### src/rtl/mtm_alu_pkg.sv
// -----------------------------------------------------------------------------
// mtm_alu_pkg
// Shared definitions for the MTM ALU serial output path: serializer state
// encoding, frame type bits, the OP-error control byte, frame geometry and a
// helper that assembles one 11-bit UART-like frame.
// No ports (package).
// -----------------------------------------------------------------------------
package mtm_alu_pkg;

    typedef enum logic [1:0] {
        ST_IDLE,
        ST_LOAD,
        ST_SHIFT,
        ST_NEXT_FRAME
    } ser_state_t;

    localparam logic FT_DATA = 1'b0;
    localparam logic FT_CTL  = 1'b1;

    // 1, ERR_OP code 001_001, even parity 1
    localparam logic [7:0] ERR_OP_BYTE = 8'h93;

    localparam int FRAME_LEN   = 11;
    localparam int DATA_FRAMES = 5;

    // Frame as shifted out MSB first: start(0), type, data[7:0], stop(1).
    function automatic logic [FRAME_LEN-1:0] build_frame(input logic       ftype,
                                                         input logic [7:0] data);
        return {1'b0, ftype, data, 1'b1};
    endfunction

endpackage

### src/rtl/mtm_alu_frame_tx.sv
// -----------------------------------------------------------------------------
// mtm_alu_frame_tx
// Shifts one 11-bit frame out MSB first, each bit held CLKS_PER_BIT cycles.
// A load in the same cycle as done chains the next frame with no idle gap.
//
// Ports:
//   clk    - clock, rising edge
//   rst    - asynchronous active-high reset
//   load   - capture frame and start shifting on the next edge
//   frame  - frame to send (bit 10 leaves first)
//   sout   - serial output, 1 when no frame is active
//   done   - high during the last clock of the stop bit
// -----------------------------------------------------------------------------
module mtm_alu_frame_tx
    import mtm_alu_pkg::*;
#(
    parameter int CLKS_PER_BIT = 1
) (
    input  logic                 clk,
    input  logic                 rst,
    input  logic                 load,
    input  logic [FRAME_LEN-1:0] frame,
    output logic                 sout,
    output logic                 done
);

    localparam logic [7:0] TIMER_MAX = 8'(CLKS_PER_BIT - 1);
    localparam logic [3:0] LAST_BIT  = 4'(FRAME_LEN - 1);

    logic [FRAME_LEN-1:0] shreg;
    logic [7:0]           timer;
    logic [3:0]           bit_cnt;
    logic                 active;
    logic                 bit_tick;

    assign bit_tick = (timer == TIMER_MAX);
    assign done     = active && bit_tick && (bit_cnt == LAST_BIT);
    assign sout     = active ? shreg[FRAME_LEN-1] : 1'b1;

    // NOTE: sequential state uses non-blocking assignments so every register
    // samples pre-edge values regardless of statement order.
    always_ff @(posedge clk or posedge rst) begin
        if (rst) begin
            shreg   <= '0;
            timer   <= '0;
            bit_cnt <= '0;
            active  <= 1'b0;
        end else if (load) begin
            shreg   <= frame;
            timer   <= '0;
            bit_cnt <= '0;
            active  <= 1'b1;
        end else if (active) begin
            if (bit_tick) begin
                timer <= '0;
                if (bit_cnt == LAST_BIT) begin
                    active <= 1'b0;
                end else begin
                    shreg   <= {shreg[FRAME_LEN-2:0], 1'b1};
                    bit_cnt <= bit_cnt + 4'd1;
                end
            end else begin
                timer <= timer + 8'd1;
            end
        end
    end

endmodule

### src/rtl/mtm_alu_serializer.sv
// -----------------------------------------------------------------------------
// mtm_alu_serializer
// Serializes ALU results as a 5-frame data packet (4 result bytes MSB first,
// then a control byte {0, flags, crc}). With MTM_SER_ERR_FRAME_EN defined,
// err_valid requests a single control frame carrying ERR_OP_BYTE; a request
// arriving while busy is held in a one-deep pending flag and sent right after
// the current packet.
//
// Ports:
//   clk       - clock, rising edge
//   rst       - asynchronous active-high reset
//   valid     - core result ready (level, held until ack_out)
//   result    - 32-bit ALU result, sampled on accept
//   flags     - {neg, zero, carry, overflow}, sampled on accept
//   crc       - core CRC3, sampled on accept
//   err_valid - single-cycle OP error packet request
//   ack_out   - one-cycle accept pulse to the core
//   sout      - serial line, idle high
//   busy      - packet in flight or pending
// -----------------------------------------------------------------------------
module mtm_alu_serializer
    import mtm_alu_pkg::*;
#(
    parameter int CLKS_PER_BIT = 1
) (
    input  logic        clk,
    input  logic        rst,
    input  logic        valid,
    input  logic [31:0] result,
    input  logic [3:0]  flags,
    input  logic [2:0]  crc,
    input  logic        err_valid,
    output logic        ack_out,
    output logic        sout,
    output logic        busy
);

    localparam logic [2:0] LAST_IDX = 3'(DATA_FRAMES - 1);
    localparam logic [2:0] CTL_PREV = 3'(DATA_FRAMES - 2);

    ser_state_t           state, state_d;
    logic [31:0]          res_q;
    logic [7:0]           ctl_q;
    logic [2:0]           frame_idx, frame_idx_d;
    logic                 capture;
    logic                 tx_load;
    logic                 tx_done;
    logic [FRAME_LEN-1:0] tx_frame;
    logic [7:0]           nxt_byte;
    logic                 last_frame;

`ifdef MTM_SER_ERR_FRAME_EN
    logic pending, pending_d;
    logic pkt_err, pkt_err_d;

    assign last_frame = pkt_err || (frame_idx == LAST_IDX);
`else
    // Error path compiled out; the name keeps the dangling input lint-quiet.
    logic unused_err_valid;

    assign unused_err_valid = err_valid;
    assign last_frame       = (frame_idx == LAST_IDX);
`endif

    assign busy = (state != ST_IDLE);

    // Byte of the frame that follows frame_idx; byte 0 comes straight from
    // the input bus at capture so the start bit leaves without delay.
    always_comb begin
        case (frame_idx)
            3'd0:    nxt_byte = res_q[23:16];
            3'd1:    nxt_byte = res_q[15:8];
            3'd2:    nxt_byte = res_q[7:0];
            default: nxt_byte = ctl_q;
        endcase
    end

    // LOAD and NEXT_FRAME are entered on the edge that loads the frame
    // transmitter, so the line is already shifting while they are occupied.
    // NOTE: every output of this block gets a default first so no path
    // leaves a value unassigned and no latch is inferred.
    always_comb begin
        state_d     = state;
        capture     = 1'b0;
        tx_load     = 1'b0;
        tx_frame    = build_frame(FT_DATA, result[31:24]);
        frame_idx_d = frame_idx;
`ifdef MTM_SER_ERR_FRAME_EN
        pending_d   = pending;
        pkt_err_d   = pkt_err;
        if (state != ST_IDLE && err_valid) begin
            pending_d = 1'b1;
        end
`endif
        case (state)
            ST_IDLE: begin
                if (valid) begin
                    capture     = 1'b1;
                    tx_load     = 1'b1;
                    frame_idx_d = '0;
                    state_d     = ST_LOAD;
`ifdef MTM_SER_ERR_FRAME_EN
                    pkt_err_d   = 1'b0;
                    if (err_valid) begin
                        pending_d = 1'b1;
                    end
`endif
                end
`ifdef MTM_SER_ERR_FRAME_EN
                else if (err_valid) begin
                    tx_load   = 1'b1;
                    tx_frame  = build_frame(FT_CTL, ERR_OP_BYTE);
                    pkt_err_d = 1'b1;
                    state_d   = ST_LOAD;
                end
`endif
            end
            ST_LOAD, ST_NEXT_FRAME: begin
                state_d = ST_SHIFT;
            end
            ST_SHIFT: begin
                if (tx_done) begin
                    if (!last_frame) begin
                        frame_idx_d = frame_idx + 3'd1;
                        tx_load     = 1'b1;
                        tx_frame    = build_frame((frame_idx == CTL_PREV) ? FT_CTL : FT_DATA,
                                                  nxt_byte);
                        state_d     = ST_NEXT_FRAME;
                    end
`ifdef MTM_SER_ERR_FRAME_EN
                    // A request landing on the final edge chains directly too.
                    else if (pending || err_valid) begin
                        tx_load   = 1'b1;
                        tx_frame  = build_frame(FT_CTL, ERR_OP_BYTE);
                        pkt_err_d = 1'b1;
                        pending_d = 1'b0;
                        state_d   = ST_NEXT_FRAME;
                    end
`endif
                    else begin
                        state_d = ST_IDLE;
                    end
                end
            end
            default: state_d = ST_IDLE;
        endcase
    end

    always_ff @(posedge clk or posedge rst) begin
        if (rst) begin
            state     <= ST_IDLE;
            res_q     <= '0;
            ctl_q     <= '0;
            frame_idx <= '0;
            ack_out   <= 1'b0;
`ifdef MTM_SER_ERR_FRAME_EN
            pending   <= 1'b0;
            pkt_err   <= 1'b0;
`endif
        end else begin
            state     <= state_d;
            frame_idx <= frame_idx_d;
            ack_out   <= capture;
            if (capture) begin
                res_q <= result;
                ctl_q <= {1'b0, flags, crc};
            end
`ifdef MTM_SER_ERR_FRAME_EN
            pending   <= pending_d;
            pkt_err   <= pkt_err_d;
`endif
        end
    end

    mtm_alu_frame_tx #(
        .CLKS_PER_BIT(CLKS_PER_BIT)
    ) u_frame_tx (
        .clk  (clk),
        .rst  (rst),
        .load (tx_load),
        .frame(tx_frame),
        .sout (sout),
        .done (tx_done)
    );

endmodule
### config.mk
export PLATFORM = sky130hd
export DESIGN_NAME = mtm_alu_serializer
export DESIGN_NICKNAME = d
export VERILOG_FILES = /design/src/rtl/mtm_alu_pkg.sv /design/src/rtl/mtm_alu_frame_tx.sv /design/src/rtl/mtm_alu_serializer.sv
export SDC_FILE = /design/constraint.sdc
export NUM_CORES = 1
export LEC_CHECK = 0
export ABC_AREA = 1
export BUFFER_PORTS_ARGS = -buffer_cell sky130_fd_sc_hd__buf_4
export CAP_MARGIN = 40
export CORE_UTILIZATION = 54
export CTS_BUF_LIST = sky130_fd_sc_hd__clkbuf_8
export CTS_CLUSTER_DIAMETER = 50
export DETAILED_ROUTE_END_ITERATION = 6
export PLACE_DENSITY = 0.79
export REMOVE_ABC_BUFFERS = 1
export SYNTH_ARGS = -nofsm -noshare
export SYNTH_HDL_FRONTEND = slang
export SYNTH_SLANG_ARGS = --single-unit
### constraint.sdc
create_clock -name clk -period 1.85 [get_ports clk]
set_clock_uncertainty 0.1 [all_clocks]
set_input_delay 0.2775 -clock clk [delete_from_list [all_inputs] [get_ports clk]]
set_output_delay 0.2775 -clock clk [all_outputs]
set_load 0.005 [all_outputs]
After elaboration in Yosys (flattened, before gate mapping)
Cells that the tools add are included.

Add/sub/neg operators: 3. Equal/unequal tests: 12. Mux-type cells: 34. Reductions and logical operators: 13.

Operators by type and width (number): 11-bit two-way mux (4); 10-bit two-way mux (3); 8-bit two-way mux (3); 8-bit one-hot mux with 3 select lines (1); 4-bit two-way mux (4); 1-bit two-way mux (10); 3-bit two-way mux (3); 8-bit by 1-bit adder with 8-bit output, second input constant (1); 8-bit logical NOT (1); 2-bit != test, second input constant (4); 2-bit nonzero test (4); 3-bit by 2-bit equality test with 1-bit output, second input constant (2); 2-bit two-way mux (3); 2-bit one-hot mux with 3 select lines (1); 3-bit one-hot mux with 2 select lines (1); 4-bit by 1-bit adder with 4-bit output, second input constant (1); 2-bit equality test, second input constant (2); 4-bit equality test, second input constant (1); 4-bit AND reduction (1); 3-bit by 1-bit adder with 3-bit output, second input constant (1); 3-bit by 1-bit equality test with 1-bit output, second input constant (1); 3-bit equality test, second input constant (1); 3-bit logical NOT (1); 3-bit AND reduction (1); 6 further kinds (7).

Bits in registers: 61. Input bits: 43. Output and inout port bits: 3. Word-level logic and storage cells: 71.

Longest topological paths before layout
Word-level depth: 7. Gate-level depth with buffers: 11. Mapped depth without buffers: 11.

Hierarchy
A second synthesis with hierarchy kept.

Cells, all modules: 458. Area total of the unflattened synthesis: 3429.5 µm².

Modules (own cells, without submodules): mtm_alu_serializer (times used 1, cells each 270, area each 2005.7 µm², seq. area each 925.9 µm²); mtm_alu_frame_tx (times used 1, cells each 188, area each 1423.9 µm², seq. area each 600.6 µm²).

Worst setup path after synthesis
No wires, ideal clock.

Path type: reg2reg. Start point: reg frame_idx[0]. End point: reg u_frame_tx.timer[4]. Library setup time: 0.117 ns. Arrival: 1.448 ns. Required time: 1.633 ns. Path slack: 0.186 ns. Stages on the path, launching flop included: 12. Buffers on the path: 1. Period minus slack after synthesis: 1.664 ns. Cell sequence: dfrtp_1 > inv_1 > ha_1 > nand2_1 > inv_1 > nor2_1 > nand4_4 > nand2_4 > buf_8 > nor2_2 > nand2_1 > nand2_1.

Cells in the longest elaborated chain, start to end: 5. Elaborated cells between the ends (all ways): 6. Classes of those cells: 1 x eq/ne; 4 x mux; 1 x reduce/logical.

Ends and longest elaborated chain: from (decl) (line mtm_alu_serializer.sv:44) `logic [2:0] frame_idx, frame_idx_d;`; from (signal assigned) (line mtm_alu_serializer.sv:162) `frame_idx <= frame_idx_d;`; 3-bit equality test (*) (line mtm_alu_serializer.sv:62) `assign last_frame = (frame_idx == LAST_IDX);`; 1-bit two-way mux (*) (line mtm_alu_serializer.sv:123) `if (!last_frame) begin`; 1-bit two-way mux (*) (line mtm_alu_serializer.sv:122) `if (tx_done) begin`; 1-bit one-hot mux with 2 select lines (*) (line mtm_alu_serializer.sv:95) `case (state)`; 8-bit two-way mux / 2-bit nonzero test (equally long branches); to (signal assigned) (line mtm_alu_frame_tx.sv:63) `timer <= timer + 8'd1;`; to (decl) (line mtm_alu_frame_tx.sv:31) `logic [7:0] timer;`.

Every way passes the cells marked *; elsewhere a longest branch is shown, timed or not. A chain may end at the register's enable or synchronous reset.

Worst setup path in the final report
Start point: reg u_frame_tx.active. End point: out sout.

Cells in the longest elaborated chain, start to end: 1.

Ends and longest elaborated chain: from (decl) (line mtm_alu_frame_tx.sv:33) `logic active;`; from (signal assigned) (line mtm_alu_frame_tx.sv:47) `active <= 1'b0;`; from (signal assigned) (line mtm_alu_frame_tx.sv:52) `active <= 1'b1;`; from (signal assigned) (line mtm_alu_frame_tx.sv:57) `active <= 1'b0;`; 1-bit two-way mux (line mtm_alu_frame_tx.sv:38) `assign sout = active ? shreg[FRAME_LEN-1] : 1'b1;`; to (decl) (line mtm_alu_serializer.sv:34) `output logic sout,`.

No other way between the ends.

==> summary.txt <==
Clock tree
  – CTS tree: yes
  – Sink Count: 61
  – Clk buf depth: 2
  – CTS Root Cell: clkbuf_8
  – H-Tree Depth: 3
  – CTS buffer count: 9
  – Worst-path clk slew: 0.07 ns
  – Worst-Skew Late Latency: 0.33 ns

Global routing
  – Vias in the first global route: 2484
  – Initial antenna violation count: 0
  – Congestion Overflow GR: 0
  – Total track usage: 23.77%
  – First-pass GRT wire length: 11300 microns
  – Largest net degree at the start of global routing: 40

Final layout
  – Area growth from synthesis to layout: 21.03%
  – Area of the multi-input gates: 0.001473 sq mm
  – FF/Latch Area: 0.001528 sq mm
  – Final instance area: 0.003896 sq mm
  – Final core occ: 69.06%
  – Final net count: 526
  – Diode count: 0
  – Fillers: 455
  – Layout cells sized above 1: 19.67%

Logic synthesis
  – Mapped cell area: 0.003219 sq mm
  – Ranking of synthesized cells by area: dfrtp_1, nand2_1, nand3_1, inv_1, nor2_1
  – Yosys warning total: 0
  – Syn Area/Cell: 7.702 sq um
  – Synth Register Bits: 61
  – Async SR Flop Fraction: 100.0%
  – Cells after synthesis: 418
  – Post-synth EDFFs: 0
  – Most used DFF post-synth: dfrtp_1
  – Number of library cell types mapped by synthesis: 32
  – Top-area cell type share of the netlist area: 47.42%
  – Synth area leader: dfrtp_1
  – Seq/Total Area, Yosys: 47.42%

Worst hold path
  – Hold crit path type: in -> reg
  – Hold Path Depth: 3
  – Hold endpoint: res_q[11]
  – Hold path startpoint: result[11]

Critical path
  – CP max-delay cell: dfrtp_2
  – Setup crit end kind: output pin
  – Crit Reg-Reg Startpoint: u_frame_tx.timer[1]
  – FF-to-FF End: u_frame_tx.shreg[4]
  – Crit path buffers/inverters: 2
  – WP data arrival: 1.38 ns
  – Startpoint Class: flip-flop
  – Worst-path cell chain: inv_1 -> or2_2 -> buf_4
  – Critical Path RT: 1.47 ns
  – Critical Path Max Stage Delay: 0.48 ns
  – FF-to-FF path depth: 9
  – CP Max Fanout: 7
  – Setup slack, reg-to-reg: 0.10 ns
  – Setup CP Type: reg -> out
  – Crit-path leading delay family: flip-flops

Die
  – Die Ht: 79.21 microns
  – Initial Util: 57.06%
  – Io pins: 46
  – Rows: 27
  – Die width: 79.21 microns
  – Core area: 0.005642 sq mm
  – Total Die Area: 0.006274 sq mm

STA
  – Max Freq: 0.5687 GHz
  – Hold Worst Slack: 0.04127 ns
  – Setup-failing EPs final: 0
  – Max_slew headroom: 71.03%
  – Unrepaired setup endpoints after global routing: true
  – Worst-margin pin slew: 0.4339 ns
  – Period utilization: 95.05%
  – Final worst setup slack: 0.09151 ns
  – Period minus WS final: 1.758 ns
  – Final Hold Viols: 0
  – Fin. max-slew vios: 0

Route
  – Vias post-DR: 2779
  – Routed metal-1 wirelength: 3053 microns
  – DRT Pass-1 Iters: 4
  – WL met3: 281 microns
  – Initial DRC Count: 151
  – ANT nets after route: 0
  – Met2 routed WL: 3427 microns
  – Via density: 5.053
  – Wirelength per Cell: 12.42 microns
  – DRT Wirelength: 6833 microns
  – DRC viols: 0
  – Top sig layer: met4

Outcome
  – Status: complete, no violations

Place
  – Placed cell areas: 0.003623 sq mm
  – Number of I/O port buffers: 44
  – HPWL after detailed placement: 4643 microns
  – Pre-CTS setup slack: -0.04137 ns
  – RD Place Congestion: 0.8265

Power
  – Worst vdd ir: 428.3 uV
  – Leakage: 0.002180 uW
  – PwrDens: 637.5 mW/mm^2

Flow run
  – Max-cap violations: 0
==> cell type report <==
cell class | count | share of cell area (%)
clock buffer | 12 | 4.239
clock inverter | 3 | 0.3211
inverter | 42 | 4.110
multi-input combinational | 303 | 37.80
sequential | 61 | 39.21
tap | 72 | 2.312
timing repair buffer | 57 | 12.01
==> layer usage <==
layer	up-vias	global-route usage, %
met5	-	0
met4	0	9.273
met3	7	3.793
met2	75	39.31
met1	1293	31.21
li1	1404	-
==> cell usage after synthesis, types with 5 or more instances <==
| cell type | number |
|---|---|
| nor2_1 | 35 |
| nor2_2 | 5 |
| ha_1 | 9 |
| a21oi_1 | 5 |
| xor2_1 | 6 |
| nand3_1 | 30 |
| nand2_1 | 173 |
| nand4_1 | 9 |
| inv_1 | 39 |
| buf_2 | 8 |
| dfrtp_1 | 61 |
| o21ai_0 | 13 |
==> how the worst max path moves through the flow <==
stage,slack [ns],from,cells past startpoint,end
3_3_place_gp,0.04,frame_idx[0],10,u_frame_tx.shreg[8]
2_1_floorplan,-0.33,state[0],7,u_frame_tx.shreg[3]
4_1_cts,0.02,frame_idx[0],11,u_frame_tx.shreg[9]
6_report,0.09,u_frame_tx.active,3,sout
3_5_place_dp,-0.04,frame_idx[0],10,u_frame_tx.shreg[8]
5_1_grt,-0.005,frame_idx[0],10,u_frame_tx.shreg[1]
==> flip-flops by register name, indices dropped and copies added (netlist names) <==
name	cells
u_frame_tx.timer	8
state	2
res_q	24
u_frame_tx.active	1
ack_out	1
u_frame_tx.bit_cnt	4
ctl_q	7
u_frame_tx.shreg	11
frame_idx	3
==> layout by cell type, fill, tap and decap left out, drive strengths merged <==
cell type,instances
a21oi,5
and3,1
buf,56
clkbuf,12
clkinv,1
dfrtp,61
dlygate4sd3,1
ha,9
inv,44
nand2,176
nand3,32
nand4,10
nor2,43
nor3,2
o21ai,14
o22ai,1
or2,2
xnor2,2
xor2,6
==> tightest hold or removal path, cell delays in order <==
cell,delay (ns)
buf_4,0.07
nand2_1,0.04
nand2_1,0.04
==> repair_timing <==
action,4_1_cts,5_1_grt
setup endpoints to repair,11,16
setup buffers,0,4
hold buffers,1,0
gates cloned,0,1
gates resized for setup,4,6
endpoints found under the hold margin,61,0
pin swaps,0,3
==> cells by family after synthesis <==
family          count (synthesis)  share of synthesized area, %
compound gates                 20                         3.459
xor+xnor                        8                         2.177
fa+ha+maj                       9                         3.498
buf+inv                        55                         7.695
flops                          61                         47.42
simple gates                  265                         35.76
==> power breakdown <==
part           internal (uW)  switching, uW
Clock                    577            476
Sequential              1330              0
Combinational           58.3           39.1
==> metrics by stage <==
step,total power (uW),TNS (ns),std cells
after floorplan,1379,-11.32,405
after global placement,1455,0,529
after detailed placement,1457,-0.1295,529
after CTS,2506,0,545
after global routing,2590,-0.01204,550
final,2484,0,550
Power figures use the tool's default switching activity.
